### config.mk
export PLATFORM = sky130hd
export DESIGN_NAME = sd_sector_writer
export DESIGN_NICKNAME = d
export VERILOG_FILES = /design/src/rtl/sd_pkg.sv /design/src/rtl/sd_sector_writer.sv
export SDC_FILE = /design/constraint.sdc
export NUM_CORES = 1
export LEC_CHECK = 0
export ABC_AREA = 1
export CAP_MARGIN = 15
export CELL_PAD_IN_SITES_DETAIL_PLACEMENT = 0
export CELL_PAD_IN_SITES_GLOBAL_PLACEMENT = 1
export CORE_MARGIN = 1
export CORE_UTILIZATION = 38
export DETAILED_ROUTE_END_ITERATION = 10
export PLACE_DENSITY = 0.84
export SLEW_MARGIN = 15
export SYNTH_ARGS = -nofsm -noshare
export SYNTH_HDL_FRONTEND = slang
export SYNTH_SLANG_ARGS = --single-unit
### constraint.sdc
create_clock -name clk_spi -period 2.3 [get_ports clk_spi]
set_input_delay 0.575 -clock clk_spi [delete_from_list [all_inputs] [get_ports clk_spi]]
set_output_delay 0.575 -clock clk_spi [all_outputs]
set_load 0.02 [all_outputs]
### src/rtl/sd_pkg.sv
// -----------------------------------------------------------------------------
// sd_pkg
// Shared definitions for the SD sector writer (and the matching sector reader):
//   - sd_state_t        : transaction state encoding
//   - SD_SECTOR_BYTES   : bytes per SD block
//   - SD_TIMEOUT_CYCLES : default wait limit on the controller, 1 s at 5 MHz
// -----------------------------------------------------------------------------
package sd_pkg;

  typedef enum logic [2:0] {
    ST_IDLE       = 3'd0,
    ST_WAIT_READY = 3'd1,
    ST_PREFETCH   = 3'd2,
    ST_ISSUE      = 3'd3,
    ST_STREAM     = 3'd4,
    ST_WAIT_DONE  = 3'd5
  } sd_state_t;

  localparam int SD_SECTOR_BYTES   = 512;
  localparam int SD_TIMEOUT_CYCLES = 5_000_000;

endpackage

### src/rtl/sd_sector_writer.sv
// -----------------------------------------------------------------------------
// sd_sector_writer
// Streams one sector from a caller-owned synchronous RAM into sd_controller.
//
// Ports
//   clk_spi         in   SPI-domain clock, all logic on its rising edge
//   reset_n         in   asynchronous active-low reset
//   start           in   one-cycle request to write a sector
//   sector[31:0]    in   target block address, sampled with start
//   busy            out  high from accepted start until done
//   done            out  one-cycle end-of-transaction pulse
//   error           out  one-cycle pulse with done when a wait timed out
//   buf_addr[8:0]   out  read address into the sector buffer
//   buf_data[7:0]   in   buffer byte, valid one cycle after buf_addr
//   sdc_address     out  block address to sd_controller
//   sdc_ready       in   sd_controller idle/ready
//   sdc_write       out  one-cycle write command strobe
//   sdc_write_data  out  byte presented to sd_controller
//   sdc_write_ready in   sd_controller ready_for_next_byte
// -----------------------------------------------------------------------------
module sd_sector_writer
  import sd_pkg::*;
#(
  parameter int TIMEOUT_CYCLES = SD_TIMEOUT_CYCLES,
  parameter int SECTOR_BYTES   = SD_SECTOR_BYTES
) (
  input  logic        clk_spi,
  input  logic        reset_n,
  input  logic        start,
  input  logic [31:0] sector,
  output logic        busy,
  output logic        done,
  output logic        error,
  output logic [8:0]  buf_addr,
  input  logic [7:0]  buf_data,
  output logic [31:0] sdc_address,
  input  logic        sdc_ready,
  output logic        sdc_write,
  output logic [7:0]  sdc_write_data,
  input  logic        sdc_write_ready
);

  sd_state_t   state_r, state_s;
  logic        busy_r, busy_s;
  logic        done_r, done_s;
  logic        error_r, error_s;
  logic [8:0]  buf_addr_r, buf_addr_s;
  logic [31:0] sdc_address_r, sdc_address_s;
  logic        sdc_write_r, sdc_write_s;
  logic [7:0]  wdata_r, wdata_s;
  logic [9:0]  index_r, index_s;
  logic [31:0] tcnt_r, tcnt_s;
  logic        wr_prev_r;
  // Two-stage refill pipeline: address issued -> RAM samples -> byte loaded.
  logic        fill1_r, fill1_s;
  logic        fill2_r, fill2_s;

  logic        wr_edge_s;
  logic [31:0] tcnt_inc_s;
  logic        timeout_s;

  assign busy           = busy_r;
  assign done           = done_r;
  assign error          = error_r;
  assign buf_addr       = buf_addr_r;
  assign sdc_address    = sdc_address_r;
  assign sdc_write      = sdc_write_r;
  assign sdc_write_data = wdata_r;

  // Register every piece of state; reset forces everything idle at once.
  always_ff @(posedge clk_spi or negedge reset_n) begin
    if (!reset_n) begin
      state_r       <= ST_IDLE;
      busy_r        <= 1'b0;
      done_r        <= 1'b0;
      error_r       <= 1'b0;
      buf_addr_r    <= 9'd0;
      sdc_address_r <= 32'd0;
      sdc_write_r   <= 1'b0;
      wdata_r       <= 8'd0;
      index_r       <= 10'd0;
      tcnt_r        <= 32'd0;
      wr_prev_r     <= 1'b0;
      fill1_r       <= 1'b0;
      fill2_r       <= 1'b0;
    end else begin
      state_r       <= state_s;
      busy_r        <= busy_s;
      done_r        <= done_s;
      error_r       <= error_s;
      buf_addr_r    <= buf_addr_s;
      sdc_address_r <= sdc_address_s;
      sdc_write_r   <= sdc_write_s;
      wdata_r       <= wdata_s;
      index_r       <= index_s;
      tcnt_r        <= tcnt_s;
      wr_prev_r     <= sdc_write_ready;
      fill1_r       <= fill1_s;
      fill2_r       <= fill2_s;
    end
  end

  // Next-state and next-output logic for the transaction sequencer.
  always_comb begin
    state_s       = state_r;
    busy_s        = busy_r;
    done_s        = 1'b0;
    error_s       = 1'b0;
    buf_addr_s    = buf_addr_r;
    sdc_address_s = sdc_address_r;
    sdc_write_s   = 1'b0;
    wdata_s       = wdata_r;
    index_s       = index_r;
    tcnt_s        = tcnt_r;
    fill1_s       = 1'b0;
    fill2_s       = fill1_r;

    // Only a low-to-high transition counts, so a long ready level is one byte.
    wr_edge_s  = sdc_write_ready & ~wr_prev_r;
    tcnt_inc_s = tcnt_r + 32'd1;
    timeout_s  = (tcnt_inc_s >= 32'(TIMEOUT_CYCLES));

    // RAM output now reflects the address issued two cycles ago.
    if (fill2_r) begin
      wdata_s = buf_data;
    end else begin
      wdata_s = wdata_r;
    end

    case (state_r)
      ST_IDLE: begin
        // done_r high means this is the done cycle: a start here is dropped.
        if (start && !done_r) begin
          sdc_address_s = sector;
          index_s       = 10'd0;
          tcnt_s        = 32'd0;
          busy_s        = 1'b1;
          // Point the RAM at byte 0 early so its output is settled by PREFETCH
          // even when the previous sector left buf_addr at the last byte.
          buf_addr_s    = 9'd0;
          state_s       = ST_WAIT_READY;
        end else begin
          state_s = ST_IDLE;
        end
      end

      ST_WAIT_READY: begin
        if (sdc_ready) begin
          buf_addr_s = 9'd0;
          state_s    = ST_PREFETCH;
        end else if (timeout_s) begin
          done_s      = 1'b1;
          error_s     = 1'b1;
          busy_s      = 1'b0;
          sdc_write_s = 1'b0;
          state_s     = ST_IDLE;
        end else begin
          tcnt_s = tcnt_inc_s;
        end
      end

      ST_PREFETCH: begin
        wdata_s     = buf_data;
        sdc_write_s = 1'b1;
        state_s     = ST_ISSUE;
      end

      ST_ISSUE: begin
        state_s = ST_STREAM;
      end

      ST_STREAM: begin
        if (wr_edge_s) begin
          index_s = index_r + 10'd1;
          if (index_r == 10'(SECTOR_BYTES - 1)) begin
            // Last byte taken: leave buf_addr on it rather than wrap to 0.
            tcnt_s  = 32'd0;
            state_s = ST_WAIT_DONE;
          end else begin
            buf_addr_s = index_r[8:0] + 9'd1;
            fill1_s    = 1'b1;
          end
        end else begin
          state_s = ST_STREAM;
        end
      end

      ST_WAIT_DONE: begin
        if (sdc_ready) begin
          done_s  = 1'b1;
          busy_s  = 1'b0;
          state_s = ST_IDLE;
        end else if (timeout_s) begin
          done_s      = 1'b1;
          error_s     = 1'b1;
          busy_s      = 1'b0;
          sdc_write_s = 1'b0;
          state_s     = ST_IDLE;
        end else begin
          tcnt_s = tcnt_inc_s;
        end
      end

      default: begin
        busy_s  = 1'b0;
        state_s = ST_IDLE;
      end
    endcase
  end

endmodule

# Word-level counts from Yosys, hierarchy flattened
# Index checks and enable logic that the tools add are counted.
[word_totals] ff_bits=101 input_bits=45 out_inout_bits=53 wordCells=86
[op_classes] addsub=3 magnitude_cmp=1 eq_ne=15 mux=37 n_bitwise=3 n_reduce_logical=14
[ops] op="2-to-1 mux 32 bit" n=5
[ops] op="one-hot mux 32 bit (3 select lines)" n=1
[ops] op="2-to-1 mux 9 bit" n=4
[ops] op="adder 32 x 1 -> 32 bit, second input constant" n=1
[ops] op="greater-or-equal comparator 32 x 23 -> 1 bit, second input constant" n=1
[ops] op="one-hot mux 9 bit (3 select lines)" n=1
[ops] op="2-to-1 mux 10 bit" n=2
[ops] op="one-hot mux 10 bit (2 select lines)" n=1
[ops] op="one-hot mux 3 bit (6 select lines)" n=1
[ops] op="2-to-1 mux 8 bit" n=2
[ops] op="inequality test 2 bit, second input constant" n=8
[ops] op="2-to-1 mux 3 bit" n=5
[ops] op="2-to-1 mux 1 bit" n=13
[ops] op="adder 10 x 1 -> 10 bit, second input constant" n=1
[ops] op="equality test 10 x 9 -> 1 bit, second input constant" n=1
[ops] op="adder 9 x 1 -> 9 bit, second input constant" n=1
[ops] op="equality test 3 x 2 -> 1 bit, second input constant" n=2
[ops] op="equality test 3 bit, second input constant" n=2
[ops] op="AND reduction 3 bit" n=2
[ops] op="AND reduction 6 bit" n=1
[ops] op="nonzero test 3 bit" n=2
[ops] op="AND reduction 5 bit" n=1
[ops] op="one-hot mux 1 bit (4 select lines)" n=1
[ops] op="nonzero test 2 bit" n=2
[ops] op="11 further kinds" n=12

# Depth between registers and ports, before layout
[logic_depth] word_depth=5 mapped_depth=19 ltp_nobuf=18

# Worst setup path after synthesis
# OpenSTA, ideal clock, no wires.
[synth_path] path_type="reg-to-reg" startpoint="reg tcnt_r[0]" endpoint="reg tcnt_r[5]" setup_time_ps=117 arrival_time_ps=1979 t_required_ps=2183 path_slack_ps=204 path_stages_with_launch=18 path_buffers=1 period_less_slack_ps=2096 cell_sequence="dfrtp_1 > ha_1 > nand3_1 > inv_2 > nand2_2 > nor2_2 > nand2_1 > nand2_1 > nand2_1 > o21ai_1 > nand2_1 > nor2_4 > nand2_2 > nand2_4 > nand2_4 > buf_6 > nand2_1 > nand2_1"
[synth_between] elab_chain_len=4 elab_cells_between_ends=7 cone_classes="add/sub (1); order compare (1); eq/ne (1); mux (3); reduce/logical (1)"
[synth_rtl] element="from (decl)" line="sd_sector_writer.sv:52" source="logic [31:0] tcnt_r, tcnt_s;"
[synth_rtl] element="from (signal assigned)" line="sd_sector_writer.sv:96" source="tcnt_r <= tcnt_s;"
[synth_rtl] element="adder 32 x 1 -> 32 bit *" line="sd_sector_writer.sv:120" source="tcnt_inc_s = tcnt_r + 32'd1;"
[synth_rtl] element="greater-or-equal comparator 32 x 23 -> 1 bit / 2-to-1 mux 32 bit (equally long branches)" line="sd_sector_writer.sv:121, sd_sector_writer.sv:151, sd_sector_writer.sv:193"
[synth_rtl] element="inequality test 2 bit (no line) / 2-to-1 mux 32 bit (equally long branches)"
[synth_rtl] element="AND reduction 6 bit (no line) / one-hot mux 32 bit (3 select lines) (equally long branches)"
# Every way passes the cells marked *; elsewhere a longest branch is shown, timed or not. The select of a mux whose other input is x is not followed.
# A chain may end at the register's enable or synchronous reset.

# Final worst setup path
[layout_path] startpoint="reg tcnt_r[4]" endpoint="reg tcnt_r[20]"
# The elaborated chain is that of the path after synthesis.

==> flow_summary.ini <==
[pwr]
sw_frac_of_total_pct = 40.8
powerDensity_nw_per_um2 = 991
seqPwrFrac_pct = 32.4
p_leak_nw = 3.62
internal_power_w = 0.00455
ir_drop_uv = 613
power.switching_w = 0.00313
power_frac_clock_pct = 18.9
p_comb_share_pct = 48.8

[sta]
period_share_pct = 100
setup_viol = 1
fin_ws_ns = -0.00171
skew_ns = 0.0134
tightest_slew_ns = 0.376
hold_viol = 0
holdWs_ns = 0.126
tns_ns = -0.00171
clock.fmax_ghz = 0.434
slew_violations = 0
period_minus_slack_ns = 2.30
rsz0062_at_grt = yes
slew_headroom_pct = 74.9

[die]
fp-row-count = 42
die_w_um = 119
ioPinCount = 98
start_util_pct = 39.3
die_y_um = 119
core_um2 = 13300
die-area_um2 = 14300

[finish]
antenna_cells = 0
nets = 931
drive_gt1_share_pct = 22.2
utilization_pct = 58.0
fillers = 1214
areaGrowthSynthToFinish_pct = 47.7

[clock_network]
cts_tree = built
insertion_delay_ns = 0.36
clkSinkCount = 101
ctsRootBufferMaster = clkbuf_16
ctsHtreeMaxLevel = 3
numCtsBuffers = 9
cts_hold_buf = 0
clockBufferDepth = 2
cts.clk_slew.worst_paths_ns = 0.07

[route]
routed_wl_um = 15400
ant_nets = 0
drc = 0
drtIter0Drc = 315
wire_per_inst_um = 14.4
vias = 5251
drtPass1Iterations = 7
routed_via_density = 4.94

[yosys]
synth_seq_cells = 101
synth_most_common_cell = nand2_1
async_flop_share_pct = 100
synth_cell_type_count = 32
synth_nets = 762
synth_top_area_cell = dfrtp_1
syn_area_per_cell_um2 = 7.33
yosys_warnings = 0
synthDominantCellAreaShare_pct = 48.2
synth_area_leaders = dfrtp_1 (48%), nand2_1 (21%), nor2_1 (5.6%)
synth_commonest_cells = nand2_1 (296), dfrtp_1 (101), nor2_1 (78)
synthFlopType = dfrtp_1
synthCells = 715
synth-seq-area-share_pct = 48.2
synth_edf_count = 0
synth_area_um2 = 5240

[global_route]
antenna_found_initial = 0
grt_first_pass_wirelength_um = 23500
grtUsageTotal_pct = 20.7
grt_max_degree = 52
grt_pass1_vias = 4946
overflow = 0

[setup_path]
reg2reg_depth = 16
cp-start-kind = register
path_class = register to register
crit_required_ns = 2.54
timing.rr.end = tcnt_r[20]
reg2reg_slack_ns = -0.002
crit_fanout = 7
crit_arrival_ns = 2.54
end_kind = register
r2r-start = tcnt_r[4]

[status]
outcome = finished with violations
violations = setup timing

[hold_path]
worstHoldPathType = input port to async pin

[placed_design]
dp_hpwl_um = 10200
routabilityCongestion = 0.881
dp_slack_ns = -0.0859
io_buffers = 97

[run]
maxCapViolCount = 0
## worst max path at each step
stage	start	endpoint	slack [ns]
6_report	tcnt_r[4]	tcnt_r[20]	-0.002
5_1_grt	tcnt_r[4]	tcnt_r[2]	-0.17
4_1_cts	tcnt_r[3]	tcnt_r[5]	0.01
3_5_place_dp	tcnt_r[12]	tcnt_r[4]	-0.09
3_3_place_gp	tcnt_r[12]	tcnt_r[1]	-0.01
2_1_floorplan	tcnt_r[0]	tcnt_r[5]	0.20
## power groups by stage
stage	registers [W]	logic, W	clock network, W
CTS	0.00247	0.00335	0.00149
global placement	0.00249	0.00322	0
global route	0.00254	0.00404	0.00154
floorplan	0.00294	0.00134	0
finish	0.00248	0.00374	0.00145
detailed placement	0.00250	0.00329	0
## registers in the layout (all words and copies together), names as in the netlist, 3 cells and up
register / flops
sdc_address: 32
tcnt_r: 32
index_r: 10
buf_addr: 9
sdc_write_data: 8
state_r: 3
## per-layer routing
metal  vias to the layer above  part of all wire [%]  track usage, %
met4                         0                   3.0            9.06
met5                         -                     0               0
met3                        34                   4.8            2.39
met2                       149                    49            35.5
li1                       2574                     -               -
met1                      2494                    43            26.3
## critical path, stage by stage, from the launching register on
cell and delay, ns:
dfrtp_1 0.42, nand2_1 0.13, nor2_2 0.18, nand2_4 0.13
nor2_4 0.17, nand2_1 0.09, nand2_2 0.11, nand2_1 0.05
nor2_1 0.10, nand3_1 0.10, nand2_2 0.09, nand2_2 0.08
nand2_4 0.14, nand2_8 0.10, clkbuf_16 0.19, nand3_2 0.05
nand2_1 0.05
## cell type report
cell class	count	area, um2	share of cell area (%)
Tap cell	176	220	2.84
Timing Repair Buffer	174	1720	22.2
Clock inverter	6	48.8	0.630
Multi-Input combinational cell	532	2750	35.5
Sequential cell	101	2530	32.7
Clock buffer	9	225	2.91
Inverter	66	248	3.20
## placed cells by master (no fill, tap or decap), types with 4 or more instances in the layout
cell type        netlist  final
a21oi_1               29     18
a21oi_2                0     10
buf_12                 0      4
buf_4                  3     63
clkbuf_16              0     14
clkdlybuf4s50_1        0     96
dfrtp_1              101     98
inv_1                 62     61
inv_2                  4      5
mux2_2                 8      8
nand2_1              296    280
nand2_2                4     17
nand2_4                2      4
nand2_8                0      4
nand3_1               47     30
nand3_2                0     16
nand4_1                7      7
nor2_1                78     62
nor2_2                 9     15
nor2_4                 3     13
o21ai_0               15     13
o21ai_1                7      7
xnor2_1                5      4
## stage by stage
stage	total power, W	area, um2	cells
floorplan	0.00428	5240	715
global placement	0.00570	6760	1019
detailed placement	0.00579	6760	1019
CTS	0.00731	7110	1040
global route	0.00812	7740	1064
finish	0.00767	7740	1064
## cells by family (layout without fill, tap and decap cells)
family,after synthesis,in the layout,share of synthesized area (%)
mux,8,8,1.72
buf+inv,85,255,6.66
fa+ha+maj,2,2,0.477
compound gates,57,57,5.68
flops,101,101,48.2
xor+xnor,7,7,1.17
simple gates,455,458,36.1
## timing repair
action                     4_1_cts  5_1_grt
gates resized for setup          7       90
setup endpoints to repair       32       46
buffers inserted                 6       14
gates cloned                     0       10
pin swaps                        0       25
(Power assumes the default switching activity.)
